==> src/rtl/agu_stage.sv <==
// Address generation: effective address, store lane alignment, misalignment check into one output slot.
// Latency: request accepted at edge N presents cmd or exception just after edge N (one register stage).
// Backpressure: a full slot holds its outputs until fire; input ready only when empty or firing, never during flush.
module agu_stage #(
    parameter int XLEN      = 32,
    parameter int ADDR_SIZE = 32
) (
    input  logic                   clk,
    input  logic                   rst_n,

    input  logic                   agu_i_valid,
    output logic                   agu_i_ready,
    input  logic                   agu_i_load,
    input  logic                   agu_i_store,
    input  logic [1:0]             agu_i_size,
    input  logic                   agu_i_usign,
    input  logic [4:0]             agu_i_rdidx,
    input  logic [XLEN-1:0]        agu_i_rs1,
    input  logic [XLEN-1:0]        agu_i_imm,
    input  logic [XLEN-1:0]        agu_i_rs2,
    input  logic                   agu_i_flush,

    output logic                   agu_icb_cmd_valid,
    input  logic                   agu_icb_cmd_ready,
    output logic [ADDR_SIZE-1:0]   agu_icb_cmd_addr,
    output logic                   agu_icb_cmd_read,
    output logic [XLEN-1:0]        agu_icb_cmd_wdata,
    output logic [XLEN/8-1:0]      agu_icb_cmd_wmask,
    output logic [1:0]             agu_icb_cmd_size,
    output logic                   agu_icb_cmd_usign,
    output logic [4:0]             agu_icb_cmd_rdidx,

    output logic                   agu_o_excp_valid,
    input  logic                   agu_o_excp_ready,
    output logic                   agu_o_excp_ld,
    output logic                   agu_o_excp_st,
    output logic [ADDR_SIZE-1:0]   agu_o_excp_badaddr
);

    localparam int MW = XLEN / 8;

    typedef enum logic {
        S_EMPTY = 1'b0,
        S_FULL  = 1'b1
    } state_t;

    state_t              state;
    logic [XLEN-1:0]     sum;
    logic [ADDR_SIZE-1:0] eff_addr;
    logic                fire;
    logic                accept;
    logic                is_mem;
    logic                is_store;
    logic                misaligned;
    logic [XLEN-1:0]     st_data;
    logic [MW-1:0]       st_mask;

    // Carry-out is dropped: the address wraps modulo 2^ADDR_SIZE.
    assign sum      = agu_i_rs1 + agu_i_imm;
    assign eff_addr = sum[ADDR_SIZE-1:0];

    // Both kinds high resolves to store.
    assign is_store = agu_i_store;
    assign is_mem   = agu_i_load || agu_i_store;

    assign misaligned = (agu_i_size == 2'd3)
                     || ((agu_i_size == 2'd1) && eff_addr[0])
                     || ((agu_i_size == 2'd2) && (eff_addr[1:0] != 2'b00));

    assign fire   = (agu_icb_cmd_valid && agu_icb_cmd_ready)
                 || (agu_o_excp_valid && agu_o_excp_ready);

    // Ready is held low while reset is asserted so nothing is accepted across release.
    assign agu_i_ready = rst_n && !agu_i_flush && ((state == S_EMPTY) || fire);
    assign accept      = agu_i_valid && agu_i_ready;

    // Replicate store data across lanes and place the byte enables by size and low address bits.
    always_comb begin
        st_data = agu_i_rs2;
        st_mask = '1;
        case (agu_i_size)
            2'd0: begin
                st_data = {4{agu_i_rs2[7:0]}};
                st_mask = 4'b0001 << eff_addr[1:0];
            end
            2'd1: begin
                st_data = {2{agu_i_rs2[15:0]}};
                st_mask = 4'b0011 << {eff_addr[1], 1'b0};
            end
            default: begin
                st_data = agu_i_rs2;
                st_mask = '1;
            end
        endcase
    end

    // Slot state machine with registered command/exception outputs.
    always_ff @(posedge clk or negedge rst_n) begin
        if (!rst_n) begin
            state              <= S_EMPTY;
            agu_icb_cmd_valid  <= 1'b0;
            agu_icb_cmd_addr   <= '0;
            agu_icb_cmd_read   <= 1'b0;
            agu_icb_cmd_wdata  <= '0;
            agu_icb_cmd_wmask  <= '0;
            agu_icb_cmd_size   <= 2'd0;
            agu_icb_cmd_usign  <= 1'b0;
            agu_icb_cmd_rdidx  <= 5'd0;
            agu_o_excp_valid   <= 1'b0;
            agu_o_excp_ld      <= 1'b0;
            agu_o_excp_st      <= 1'b0;
            agu_o_excp_badaddr <= '0;
        end else if (agu_i_flush) begin
            // A handshake completing this cycle has already transferred; just drain the slot.
            state             <= S_EMPTY;
            agu_icb_cmd_valid <= 1'b0;
            agu_o_excp_valid  <= 1'b0;
        end else if (accept && is_mem) begin
            state              <= S_FULL;
            agu_icb_cmd_valid  <= !misaligned;
            agu_o_excp_valid   <= misaligned;
            agu_icb_cmd_addr   <= eff_addr;
            agu_icb_cmd_read   <= !is_store;
            agu_icb_cmd_wdata  <= (is_store && !misaligned) ? st_data : '0;
            agu_icb_cmd_wmask  <= (is_store && !misaligned) ? st_mask : '0;
            agu_icb_cmd_size   <= agu_i_size;
            agu_icb_cmd_usign  <= agu_i_usign;
            agu_icb_cmd_rdidx  <= agu_i_rdidx;
            agu_o_excp_ld      <= misaligned && !is_store;
            agu_o_excp_st      <= misaligned && is_store;
            agu_o_excp_badaddr <= misaligned ? eff_addr : '0;
        end else if (fire) begin
            // Fired with no replacement (or a dropped non-memory request).
            state             <= S_EMPTY;
            agu_icb_cmd_valid <= 1'b0;
            agu_o_excp_valid  <= 1'b0;
        end
    end

endmodule

==> config.mk <==
export PLATFORM = sky130hd
export DESIGN_NAME = agu_stage
export DESIGN_NICKNAME = d
export VERILOG_FILES = /design/src/rtl/agu_stage.sv
export SDC_FILE = /design/constraint.sdc
export NUM_CORES = 1
export LEC_CHECK = 0
export ABC_CLOCK_PERIOD_IN_PS = 4500
export CAP_MARGIN = 20
export CELL_PAD_IN_SITES_DETAIL_PLACEMENT = 0
export CELL_PAD_IN_SITES_GLOBAL_PLACEMENT = 1
export CORE_MARGIN = 2
export CORE_UTILIZATION = 36
export DETAILED_ROUTE_END_ITERATION = 16
export PLACE_DENSITY_LB_ADDON = 0.1
export SLEW_MARGIN = 40
export SYNTH_ARGS = -nofsm -noshare
export SYNTH_HDL_FRONTEND = slang
export SYNTH_SLANG_ARGS = --single-unit
==> constraint.sdc <==
create_clock -name clk -period 4.5 [get_ports clk]
set_input_delay 0.9 -clock clk [delete_from_list [all_inputs] [get_ports clk]]
set_output_delay 0.9 -clock clk [all_outputs]
set_load 0.005 [all_outputs]
Yosys cells after proc, flatten, opt, wreduce, memory -nomap -nowiden. Index checks and enable logic that the tools add are counted.

Flip-flop bits (word level): 114. Input port bits: 112. Output and inout bits: 114. Word-level logic and storage cells: 56.

Add/subtract/negate cells: 1. Eq/ne operators: 3. Shift operators: 2. Multiplexer cells: 12. Bitwise gates (word level): 2. Reductions and logical operators: 23.

Operators by type and width (number): two-way mux 32 bit (2); one-hot mux 32 bit (2 select lines) (1); adder 32 bit (1); logical AND 1 bit (11); one-hot mux 4 bit (2 select lines) (1); two-way mux 1 bit (7); logical OR 1 bit (5); equality test 2 bit, second input constant (2); two-way mux 4 bit (1); left shift 1 x 2 -> 4 bit, first input constant (1); left shift 2 x 2 -> 4 bit, first input constant (1); zero test 1 bit (3); nonzero test 3 bit (1); equality test 2 x 1 -> 1 bit, second input constant (1); zero test 2 bit (1); inverter 1 bit (2); AND reduction 2 bit (1); nonzero test 2 bit (1).

Longest topological paths before layout. Gate-level depths: netlist of the first run.

Word-level depth: 8. Mapped depth: 11.

Worst setup path after synthesis of the first run. Ideal clock, no wire load.

Path kind: input-to-reg. Start: in agu_i_rs1[0]. End: reg agu_icb_cmd_wdata[10]. Library setup time: 134 ps. Data arrival time: 2768 ps. Data required time: 4366 ps. Setup slack: 1599 ps. Stages: 10. Path buffers: 2. Cells stage by stage: ha_1 inv_1 fa_1 nand2b_1 a21oi_1 or2_2 buf_2 nand2_1 clkbuf_1 o31ai_1.

Longest elaborated chain between the ends: 7.

Ends and longest elaborated chain: start: declaration (line 18) `input logic [XLEN-1:0] agu_i_rs1,`; adder 32 bit * (line 59) `assign sum = agu_i_rs1 + agu_i_imm;`; nonzero test 2 bit / logical AND 1 bit (equally long branches) (line 68, 67); logical AND 1 bit / logical OR 1 bit (equally long branches) (line 68, 67); logical OR 1 bit * (line 68) `|| ((agu_i_size == 2'd2) && (eff_addr[1:0] != 2'b00));`; zero test 1 bit * (line 124) `agu_icb_cmd_wdata <= (is_store && !misaligned) ? st_data : '0;`; logical AND 1 bit * (line 124); two-way mux 32 bit * (line 124); end signal: assignment (line 124); end: declaration (line 27) `output logic [XLEN-1:0] agu_icb_cmd_wdata,`.

Mark *: on every way between the ends. The rest lies on a longest branch, timed or not. A chain may end at the register's enable or synchronous reset.

Worst setup path in the final report of the first run.
Start: in agu_i_rs1[0]. End: reg agu_icb_cmd_addr[14].

Longest elaborated chain between the ends: 1.

Ends and longest elaborated chain: adder 32 bit (line 59); end signal: assignment (line 122) `agu_icb_cmd_addr <= eff_addr;`; end: declaration (line 25) `output logic [ADDR_SIZE-1:0] agu_icb_cmd_addr,`.

No other way between the ends.

==> results of run 1 <==
[cell type report]
cell class / instances / share of cell area
multi-input cells: 520 / 0.353
inverters: 17 / 0.00673
clock buffers: 22 / 0.0500
well taps: 225 / 0.0297
repair buffers: 235 / 0.246
clock inverters: 9 / 0.0137
flip-flops and latches: 114 / 0.301
[sequential cells by signal, indices dropped and copies added (netlist names)]
register / count
agu_o_excp_ld: 1
agu_icb_cmd_wdata: 32
agu_icb_cmd_addr: 32
agu_icb_cmd_rdidx: 5
agu_o_excp_badaddr: 32
agu_icb_cmd_valid: 1
state: 1
agu_icb_cmd_wmask: 4
agu_icb_cmd_usign: 1
agu_icb_cmd_read: 1
agu_o_excp_st: 1
agu_icb_cmd_size: 2
agu_o_excp_valid: 1
[kinds of logic (layout without fill, tap and decap cells)]
| group | after synthesis | after routing | share of synthesized area |
|---|---|---|---|
| compound gates | 194 | 194 | 0.205 |
| xor+xnor | 29 | 29 | 0.0394 |
| fa+ha+maj | 32 | 32 | 0.0632 |
| buf+inv | 58 | 283 | 0.0405 |
| flops | 114 | 114 | 0.442 |
| mux | 35 | 35 | 0.0564 |
| simple gates | 230 | 230 | 0.153 |
[per-stage QoR]
stage,setup slack [ns],std cells
CTS,1.18,1142
finish,1.15,1142
floorplan,1.60,692
global placement,0.790,1111
global route,0.949,1142
detailed placement,0.759,1111
[power by group through the flow]
stage          combinational, mW  clock, mW  sequential [mW]
6_report                    1.24       1.39             1.39
2_1_floorplan              0.485          0             1.40
4_1_cts                     1.27       1.41             1.39
3_3_place_gp                1.24          0             1.40
5_1_grt                     1.36       1.46             1.42
3_5_place_dp                1.26          0             1.40
[worst max-delay path, stage by stage]
cell and delay [ns]:
clkdlybuf4s50_1 0.46, ha_1 0.23, inv_1 0.07, fa_1 0.41, nor2b_1 0.17, o31a_1 0.24
o21ai_0 0.18, o21ai_1 0.24, nand3_1 0.13, a32oi_1 0.28, xnor2_1 0.20, o21ai_0 0.11
[routing by layer]
metal,up-vias,global-route usage
met1,2862,0.274
met3,20,0.0435
met5,-,0
met2,195,0.375
met4,0,0.0754
li1,2882,-
[synth_stat cells, types with 8 or more instances]
| cell | n |
|---|---|
| a22o_1 | 16 |
| inv_1 | 17 |
| clkbuf_1 | 15 |
| mux2_2 | 11 |
| mux2i_1 | 24 |
| o31ai_1 | 39 |
| ha_1 | 31 |
| dfrtp_1 | 114 |
| xnor2_1 | 15 |
| nand2_1 | 145 |
| o21ai_0 | 37 |
| a21o_1 | 8 |
| xor2_1 | 14 |
| buf_2 | 20 |
| nor2_1 | 30 |
| a21oi_1 | 40 |
| nand3_1 | 20 |
[worst paths after layout]
check / slack [ns] / cells past startpoint / to / start
max: 1.15 / 12 / agu_icb_cmd_addr[14] / agu_i_rs1[0]
min: 0.47 / 2 / agu_icb_cmd_wdata[2] / agu_icb_cmd_wdata[2]
max reg2reg: 2.21 / 7 / agu_icb_cmd_wdata[25] / agu_icb_cmd_valid
min reg2reg: 0.47 / 2 / agu_icb_cmd_wdata[2] / agu_icb_cmd_wdata[2]
max in group asynchronous: 2.78 / 3 / agu_icb_cmd_wdata[2] / rst_n
min in group asynchronous: 0.62 / 2 / agu_icb_cmd_wdata[22] / rst_n
[cells in the final DEF (no fill, tap or decap), types with 7 or more instances in the layout]
cell type and n:
clkdlybuf4s50_1 223, nand2_1 145, dfrtp_1 114, a21oi_1 40, o31ai_1 39, o21ai_0 37, ha_1 31, nor2_1 30
mux2i_1 24, nand3_1 20, inv_1 17, clkbuf_16 17, a22o_1 16, xnor2_1 15, xor2_1 14, mux2_2 11
buf_4 9, a21o_1 8, o21bai_1 7
==> impl_metrics.env, run 1 <==
export IMPL_critPathArrivalTime_ns=3.63
export IMPL_clk_pin_slew_ns=0.05
export IMPL_totalWireLength_microns=20800
export IMPL_power_combinational_fraction=0.310
export IMPL_path_max_fanout=5
export IMPL_clock_tree_root_cell="clkbuf_16"
export IMPL_power_switching_share=0.284
export IMPL_finalSetupViolations=0
export IMPL_fin_worst_skew_ns=0.00402
export IMPL_post_syn_area_per_cell_sq_um=9.32
export IMPL_wire_length_of_the_first_global_routing_pass_microns=31500
export IMPL_die_width_microns=138
export IMPL_power_leakage_nw=4.16
export IMPL_max_slew_violation_total_from_the_final_report=0
export IMPL_maxCapViolCount=0
export IMPL_num_antenna_cells=0
export IMPL_number_of_sinks_handled_by_clock_tree_synthesis=114
export IMPL_synth_top_cells_by_area="dfrtp_1 (44%), nand2_1 (8.4%), ha_1 (6.0%)"
export IMPL_dr_pass1_iters=5
export IMPL_fin_tns_setup_ns=0
export IMPL_yosys_area_top_type="dfrtp_1"
export IMPL_placedInstanceArea_sq_um=8890
export IMPL_p_int_mw=2.88
export IMPL_final_min_clock_period_ns=3.35
export IMPL_power_per_cell_area_nw_per_um2=424
export IMPL_totalPowerFinal_mw=4.02
export IMPL_fill_cells=1596
export IMPL_core_rowCount=48
export IMPL_synth_enable_flop_cells=0
export IMPL_async_reset_ff_frac=1.00
export IMPL_detail_route_wirelength_met1_microns=8740
export IMPL_detailedPlacementHpwl_microns=15600
export IMPL_dr_max_layer_used="met4"
export IMPL_ctsHoldBuffers=0
export IMPL_worst_slew_pin_transition_ns=0.676
export IMPL_synthFlopType="dfrtp_1"
export IMPL_final_hold_worst_slack_ns=0.470
export IMPL_cts_path_max_buffers=2
export IMPL_tritoncts_clock_tree="yes"
export IMPL_critical_path_startpoint_type="input pin"
export IMPL_outcome="completed"
export IMPL_power_sequential_fraction=0.346
export IMPL_post_route_standard_cell_area_excluding_fillers_sq_um=9490
export IMPL_yosys_cell_types_count=63
export IMPL_cts_inserted_buffers=17
export IMPL_ys_warn_count=0
export IMPL_portBuffers=225
export IMPL_nets=1049
export IMPL_cts_setup_buffers=0
export IMPL_grt_pass1_vias=5981
export IMPL_cts_resized_gates=0
export IMPL_design_die_area_sq_um=19000
export IMPL_start_util=0.370
export IMPL_met2_length_microns=10400
export IMPL_cell_area_after_technology_mapping_sq_um=6450
export IMPL_maxSlewHeadroom=0.549
export IMPL_routed_via_density=5.22
export IMPL_antenna_violations_before_repair=0
export IMPL_final_weighted_congestion_of_routability_driven_global_placement=0.851
export IMPL_drc=0
export IMPL_wl_met3_microns=1220
export IMPL_area_growth_syn_to_layout_pct=47.1
export IMPL_drt_iter0_markers=284
export IMPL_num_vias=5959
export IMPL_switching_power_mw=1.14
export IMPL_critical_path_start_end_classification="in2reg"
export IMPL_placeableCoreArea_sq_um=17400
export IMPL_layout_core_utilization=0.545
export IMPL_synthDominantCellAreaShare=0.442
export IMPL_number_of_instances_in_the_synthesized_netlist=692
export IMPL_die_height_microns=138
export IMPL_multiInputGateArea_sq_um=3350
export IMPL_antenna_left=0
export IMPL_min_delay_path_class="reg2reg"
export IMPL_floorplan_io_pins=226
export IMPL_maxClockFrequency_mhz=298
export IMPL_final_seq_area_sq_um=2850
export IMPL_pin_count_of_the_biggest_net_entering_global_routing=73
export IMPL_htreeDepth=4
export IMPL_cp_end_kind="flip-flop"
export IMPL_ir_drop_mv=0.262
export IMPL_portion_of_total_power_attributed_to_the_clock_network=0.345
export IMPL_nets_in_the_synthesized_netlist=836
export IMPL_critical_path_required_ns=4.78
export IMPL_worstSkewPairLatency_ns=0.41
export IMPL_drive_gt1_frac=0.0752
export IMPL_min_period_over_period=0.745
export IMPL_timing_final_hold_violations=0
export IMPL_grt_total_usage=0.218
export IMPL_globalRouteOverflowTotal=0
export IMPL_grt_setup_unrepaired="false"
export IMPL_detail_route_wl_per_cell_microns=18.2
export IMPL_sequential_cell_area_fraction_in_the_yosys_report=0.442
export IMPL_synth_ff_latch_count=114
Note: power is estimated with default switching activity, not from simulation.
==> run 2: changes to the inputs <==
- ABC_CLOCK_PERIOD_IN_PS: 4500 -> 2700
- CORE_UTILIZATION: 36 -> 30
- clock period: 4.5 -> 2.7 ns (I/O delays scaled with it)
==> run 2 against run 1 <==
Against the previous run: clock skew increased by 0.0080 ns; register-to-register slack got worse by 1.5 ns; total power rose by 66%; utilization is 4.2 points lower; via count increased by 5.5%; first-iteration DRC count down 15%; final area up 12%; sequential cell count unchanged; clock power up 45%; worst hold slack lost 0.21 ns; sequential share of layout area decreased by 3.2 points; critical path type unchanged; highest routed layer unchanged.
==> impl_metrics.env, run 2 (same netlist as run 1, synthesis figures left out) <==
export IMPL_final_weighted_congestion_of_routability_driven_global_placement=0.845
export IMPL_grt_total_usage=0.196
export IMPL_globalRouteOverflowTotal=0
export IMPL_critical_path_start_end_classification="in2reg"
export IMPL_tritoncts_clock_tree="yes"
export IMPL_number_of_sinks_handled_by_clock_tree_synthesis=114
export IMPL_critical_path_startpoint_type="input pin"
export IMPL_wire_length_of_the_first_global_routing_pass_microns=34200
export IMPL_power_sequential_fraction=0.349
export IMPL_outcome="completed"
export IMPL_cts_path_max_buffers=2
export IMPL_die_height_microns=151
export IMPL_cp_end_kind="flip-flop"
export IMPL_maxCapViolCount=0
export IMPL_pin_count_of_the_biggest_net_entering_global_routing=115
export IMPL_drc=0
export IMPL_critical_path_required_ns=3.00
export IMPL_maxSlewHeadroom=0.570
export IMPL_finalSetupViolations=0
export IMPL_totalWireLength_microns=22200
export IMPL_clk_pin_slew_ns=0.06
export IMPL_worst_slew_pin_transition_ns=0.645
export IMPL_worstSkewPairLatency_ns=0.42
export IMPL_area_growth_syn_to_layout_pct=64.4
export IMPL_fin_worst_skew_ns=0.0121
export IMPL_power_leakage_nw=4.79
export IMPL_dr_pass1_iters=4
export IMPL_critPathArrivalTime_ns=2.94
export IMPL_ir_drop_mv=0.300
export IMPL_layout_commonest_cell="clkdlybuf4s50_1"
export IMPL_power_combinational_fraction=0.349
export IMPL_maxClockFrequency_mhz=380
export IMPL_min_period_over_period=0.976
export IMPL_drive_gt1_frac=0.200
export IMPL_place_inst=1261
export IMPL_core_rowCount=53
export IMPL_floorplan_io_pins=226
export IMPL_power_per_cell_area_nw_per_um2=629
export IMPL_power_switching_share=0.300
export IMPL_design_die_area_sq_um=22700
export IMPL_post_layout_nonfiller_instances=1301
export IMPL_drt_iter0_markers=242
export IMPL_min_delay_path_class="in2async"
export IMPL_max_slew_violation_total_from_the_final_report=0
export IMPL_die_width_microns=151
export IMPL_switching_power_mw=2.00
export IMPL_detailedPlacementHpwl_microns=17100
export IMPL_antenna_left=0
export IMPL_antenna_violations_before_repair=1
export IMPL_largest_registers="agu_icb_cmd_addr x32, agu_icb_cmd_wdata x32, agu_o_excp_badaddr x32"
export IMPL_portion_of_total_power_attributed_to_the_clock_network=0.302
export IMPL_routed_via_density=4.83
export IMPL_path_max_fanout=4
export IMPL_detail_route_wl_per_cell_microns=17.1
export IMPL_timing_final_hold_violations=0
export IMPL_cts_inserted_buffers=17
export IMPL_placeableCoreArea_sq_um=21100
export IMPL_final_min_clock_period_ns=2.63
export IMPL_clock_tree_root_cell="clkbuf_16"
export IMPL_p_int_mw=4.67
export IMPL_final_cell_mix="clkdlybuf4s50_1 (206), nand2_1 (145), dfrtp_1 (114), buf_4 (108), o31ai_1 (39)"
export IMPL_htreeDepth=4
export IMPL_num_vias=6286
export IMPL_nets=1157
export IMPL_grt_pass1_vias=6547
export IMPL_portBuffers=225
export IMPL_final_setup_worst_slack_ns=0.0657
export IMPL_placement_setup_worst_slack_ns=-0.582
export IMPL_start_util=0.306
==> run 2: cell types whose count changed in the layout (fill, tap and decap cells not counted), sizes merged <==
cell and change:
buf +107, clkbuf -4, inv +2, diode +1, clkdlybuf4s50 -17, dlygate4sd2 +11
bufinv -3, clkinvlp +1, clkinv +4, dlymetal6s2s +7
==> run 2: power groups by stage <==
stage | Clock (mW) | Sequential [mW] | Combinational [mW]
floorplan | 0 | 2.34 | 0.809
global placement | 0 | 2.35 | 2.27
detailed placement | 0 | 2.36 | 2.29
CTS | 2.06 | 2.34 | 2.33
global route | 2.14 | 2.38 | 2.54
finish | 2.01 | 2.33 | 2.33
==> run 2: layout make-up <==
type                            count  area [sq um]
Multi-Input combinational cell    520          3570
Antenna cell                        1          2.50
Sequential cell                   114          2850
Tap cell                          275           344
Fill cell                        1980         10500
Clock buffer                       18           439
Inverter                           17          63.8
Clock inverter                     13          88.8
Timing Repair Buffer              343          3250
==> run 2: layer usage <==
layer | global-route usage | vias up | part of all wire | routed length (microns)
li1 | - | 3107 | - | -
met1 | 0.232 | 2983 | 0.42 | 9400
met2 | 0.352 | 172 | 0.51 | 11300
met3 | 0.0394 | 24 | 0.052 | 1150
met4 | 0.0645 | 0 | 0.016 | 356
met5 | 0 | - | 0 | 0
==> run 2: timing repair <==
item / CTS / global route
buffers inserted: 6 / 2
hold buffers: 0 / 0
cloned: 0 / 0
endpoints found under the setup margin: 13 / 24
resized for setup: 28 / 26
pin swaps: 22 / 26
==> run 2: stage by stage <==
stage	cell area (sq um)	util	power (mW)	setup TNS [ns]	hold slack, ns
2_1_floorplan	6450	-	3.15	0	0.244
3_3_place_gp	9780	0.464	4.62	-23.31	0.452
3_5_place_dp	9780	0.464	4.64	-27.82	0.458
4_1_cts	10500	0.496	6.73	0	0.316
5_1_grt	10600	0.503	7.06	-0.00111	0.261
6_report	10600	0.503	6.67	0	0.263
==> run 2: worst paths after layout <==
check | slack (ns) | endpoint | startpoint | cells past startpoint
max in group asynchronous | 1.94 | agu_o_excp_badaddr[13] | rst_n | 2
hold / removal | 0.26 | agu_icb_cmd_wdata[22] | rst_n | 2
hold reg to reg | 0.46 | agu_icb_cmd_wdata[2] | agu_icb_cmd_wdata[2] | 2
min in group clk | 0.46 | agu_icb_cmd_wdata[2] | agu_icb_cmd_wdata[2] | 2
setup reg to reg | 0.71 | agu_icb_cmd_wdata[30] | agu_icb_cmd_valid | 9
setup / recovery | 0.07 | agu_icb_cmd_addr[20] | agu_i_rs1[14] | 11
==> run 2: worst max-delay path, stage by stage <==
cell             delay (ns)
clkdlybuf4s50_1        0.50
ha_4                   0.21
buf_6                  0.13
buf_4                  0.14
a211oi_2               0.23
o211ai_1               0.20
o21ai_2                0.23
o221ai_1               0.14
a21o_1                 0.20
xor2_1                 0.15
mux2_2                 0.26
==> run 3: changes to the inputs <==
- ABC_CLOCK_PERIOD_IN_PS: 2700 -> 3200
- CORE_UTILIZATION: 30 -> 36
- GPL_TIMING_DRIVEN: unset -> 0
- clock period: 2.7 -> 3.2 ns (I/O delays scaled with it)
==> run 3 against run 2 <==
Against the previous run: utilization increased by 5.3 points; sequential cell count unchanged; setup slack improved by 0.060 ns; sequential power fell by 16%; cell count shrank 9.8%; largest power group is now the clock network.
==> impl_metrics.env, run 3 (same netlist as run 1, synthesis figures left out) <==
export IMPL_drc=0
export IMPL_post_layout_nonfiller_instances=1174
export IMPL_num_vias=6125
export IMPL_worst_path_largest_cell_delay_ns=0.41
export IMPL_max_slew_violation_total_from_the_final_report=0
export IMPL_power_sequential_fraction=0.340
export IMPL_core_rowCount=48
export IMPL_critical_path_start_end_classification="in2reg"
export IMPL_fin_worst_skew_ns=0.0136
export IMPL_antenna_violations_before_repair=0
export IMPL_pin_count_of_the_biggest_net_entering_global_routing=70
export IMPL_startpoint="agu_i_rs1[0]"
export IMPL_worst_r2r_path_depth=10
export IMPL_maxCapViolCount=0
export IMPL_place_inst=1141
export IMPL_die_height_microns=138
export IMPL_routed_via_density=5.22
export IMPL_fin_tns_setup_ns=0
export IMPL_largest_registers="agu_icb_cmd_addr x32, agu_icb_cmd_wdata x32, agu_o_excp_badaddr x32"
export IMPL_maxClockFrequency_mhz=325
export IMPL_area_growth_syn_to_layout_pct=50.0
export IMPL_num_antenna_cells=0
export IMPL_worst_path_max_delay_cell="clkdlybuf4s50_1"
export IMPL_min_period_over_period=0.961
export IMPL_ir_drop_mv=0.352
export IMPL_power_switching_share=0.280
export IMPL_worst_slew_pin_transition_ns=0.737
export IMPL_drive_gt1_frac=0.0991
export IMPL_clock_tree_root_cell="clkbuf_16"
export IMPL_cp_end_kind="flip-flop"
export IMPL_outcome="completed"
export IMPL_regToRegEndpoint="agu_o_excp_badaddr[22]"
export IMPL_globalRouteOverflowTotal=0
export IMPL_worst_path_dominant_cell_family="compound AO/OA/AOI/OAI gates"
export IMPL_timing_reg2reg_setup_slack_ns=0.61
export IMPL_nets=1081
export IMPL_grt_pass1_vias=6169
export IMPL_grt_total_usage=0.227
export IMPL_multiInputGateArea_sq_um=3370
export IMPL_ctsHoldBuffers=0
export IMPL_portBuffers=223
export IMPL_htreeDepth=4
export IMPL_wire_length_of_the_first_global_routing_pass_microns=32500
export IMPL_floorplan_io_pins=226
export IMPL_start_util=0.370
export IMPL_die_width_microns=138
export IMPL_tritoncts_clock_tree="yes"
export IMPL_critPathArrivalTime_ns=3.37
export IMPL_worstSkewPairLatency_ns=0.41
export IMPL_final_setup_worst_slack_ns=0.126
export IMPL_layout_commonest_cell="clkdlybuf4s50_1"
export IMPL_min_delay_path_class="in2async"
export IMPL_antenna_left=0
export IMPL_power_per_cell_area_nw_per_um2=595
export IMPL_totalWireLength_microns=21500
export IMPL_placeableCoreArea_sq_um=17400
export IMPL_clk_pin_slew_ns=0.05
export IMPL_final_min_clock_period_ns=3.07
export IMPL_cts_path_max_buffers=2
export IMPL_p_int_mw=4.14
export IMPL_maxSlewHeadroom=0.509
export IMPL_path_max_fanout=3
export IMPL_timing_critical_path_cells="clkdlybuf4s50_1, ha_2, inv_1, fa_2, nor2b_2, o31a_1, buf_4, o21a_1, o2111ai_1, o211ai_1, a21oi_1, xnor2_1, mux2_2"
export IMPL_detail_route_wl_per_cell_microns=18.3
export IMPL_grt_setup_unrepaired="false"
export IMPL_critical_path_startpoint_type="input pin"
export IMPL_reg2reg_from="agu_icb_cmd_valid"
export IMPL_dr_pass1_iters=5
export IMPL_final_cell_mix="clkdlybuf4s50_1 (222), nand2_1 (144), dfrtp_1 (114), a21oi_1 (40), o31ai_1 (39)"
export IMPL_switching_power_mw=1.61
export IMPL_final_weighted_congestion_of_routability_driven_global_placement=0.873
export IMPL_critical_path_required_ns=3.50
export IMPL_fill_cells=1625
export IMPL_detailedPlacementHpwl_microns=16900
export IMPL_timing_final_hold_violations=0
export IMPL_finalSetupViolations=0
export IMPL_power_combinational_fraction=0.310
export IMPL_portion_of_total_power_attributed_to_the_clock_network=0.349
export IMPL_power_leakage_nw=4.26
export IMPL_number_of_sinks_handled_by_clock_tree_synthesis=114
export IMPL_design_die_area_sq_um=19000
export IMPL_cts_inserted_buffers=17
export IMPL_total_buffers_and_inverters_traversed_by_the_critical_path=3
export IMPL_drt_iter0_markers=347
export IMPL_final_seq_area_sq_um=2850
export IMPL_placement_setup_worst_slack_ns=-0.619
run 3: cell types whose count changed in the layout (fill, tap and decap cells not counted), moves of 8 or more:
cell,change
clkdlybuf4s50_1,+16
buf_2,+21
ha_4,-10
dlygate4sd2_1,-11
ha_1,+9
buf_12,-8
clkbuf_1,+14
buf_4,-102
run 3: worst max path at each step:
| stage | to | cells past startpoint | slack [ns] |
|---|---|---|---|
| 3_3_place_gp | agu_o_excp_badaddr[12] | 8 | -3.96 |
| 2_1_floorplan | agu_icb_cmd_wdata[10] | 10 | 0.56 |
| 5_1_grt | agu_o_excp_badaddr[3] | 10 | 0.008 |
| 6_report | agu_icb_cmd_addr[28] | 13 | 0.13 |
| 3_5_place_dp | agu_o_excp_badaddr[13] | 11 | -0.62 |
| 4_1_cts | agu_icb_cmd_wmask[2] | 11 | 0.01 |
run 3: area by class of cell:
type / count / area share
plain buffers: 40 / 0.0206
clock buffers: 22 / 0.0490
clock inverters: 9 / 0.0159
inverters: 17 / 0.00659
multi-input cells: 520 / 0.348
flip-flops and latches: 114 / 0.295
well taps: 225 / 0.0291
repair buffers: 227 / 0.236
run 3: layer usage:
layer,track usage,share of wire
met1,0.276,0.43
met2,0.404,0.50
met3,0.0453,0.056
met4,0.0697,0.016
met5,0,0
run 3: stage by stage:
stage	area, sq um	utilization	total power, mW	hold slack, ns
6_report	9680	0.556	5.75	0.198
5_1_grt	9680	0.556	6.06	0.216
4_1_cts	9630	0.553	5.80	0.198
3_5_place_dp	9000	0.517	3.77	0.457
3_3_place_gp	8960	0.515	3.73	0.450
2_1_floorplan	6450	-	2.66	0.344
run 3: repair_timing:
| item | in CTS | in global routing |
|---|---|---|
| hold endpoints to repair | 0 | 0 |
| pin swaps | 0 | 5 |
| endpoints found under the setup margin | 30 | 51 |
| buffers inserted | 0 | 3 |
| gates resized for setup | 4 | 8 |
run 3: power by group through the flow:
| stage | sequential (mW) | combinational, mW | clock [mW] |
|---|---|---|---|
| after floorplan | 1.98 | 0.682 | 0 |
| after global placement | 1.97 | 1.76 | 0 |
| after detailed placement | 1.98 | 1.79 | 0 |
| after CTS | 1.96 | 1.80 | 2.04 |
| after global routing | 2.00 | 1.95 | 2.11 |
| final | 1.96 | 1.78 | 2.01 |
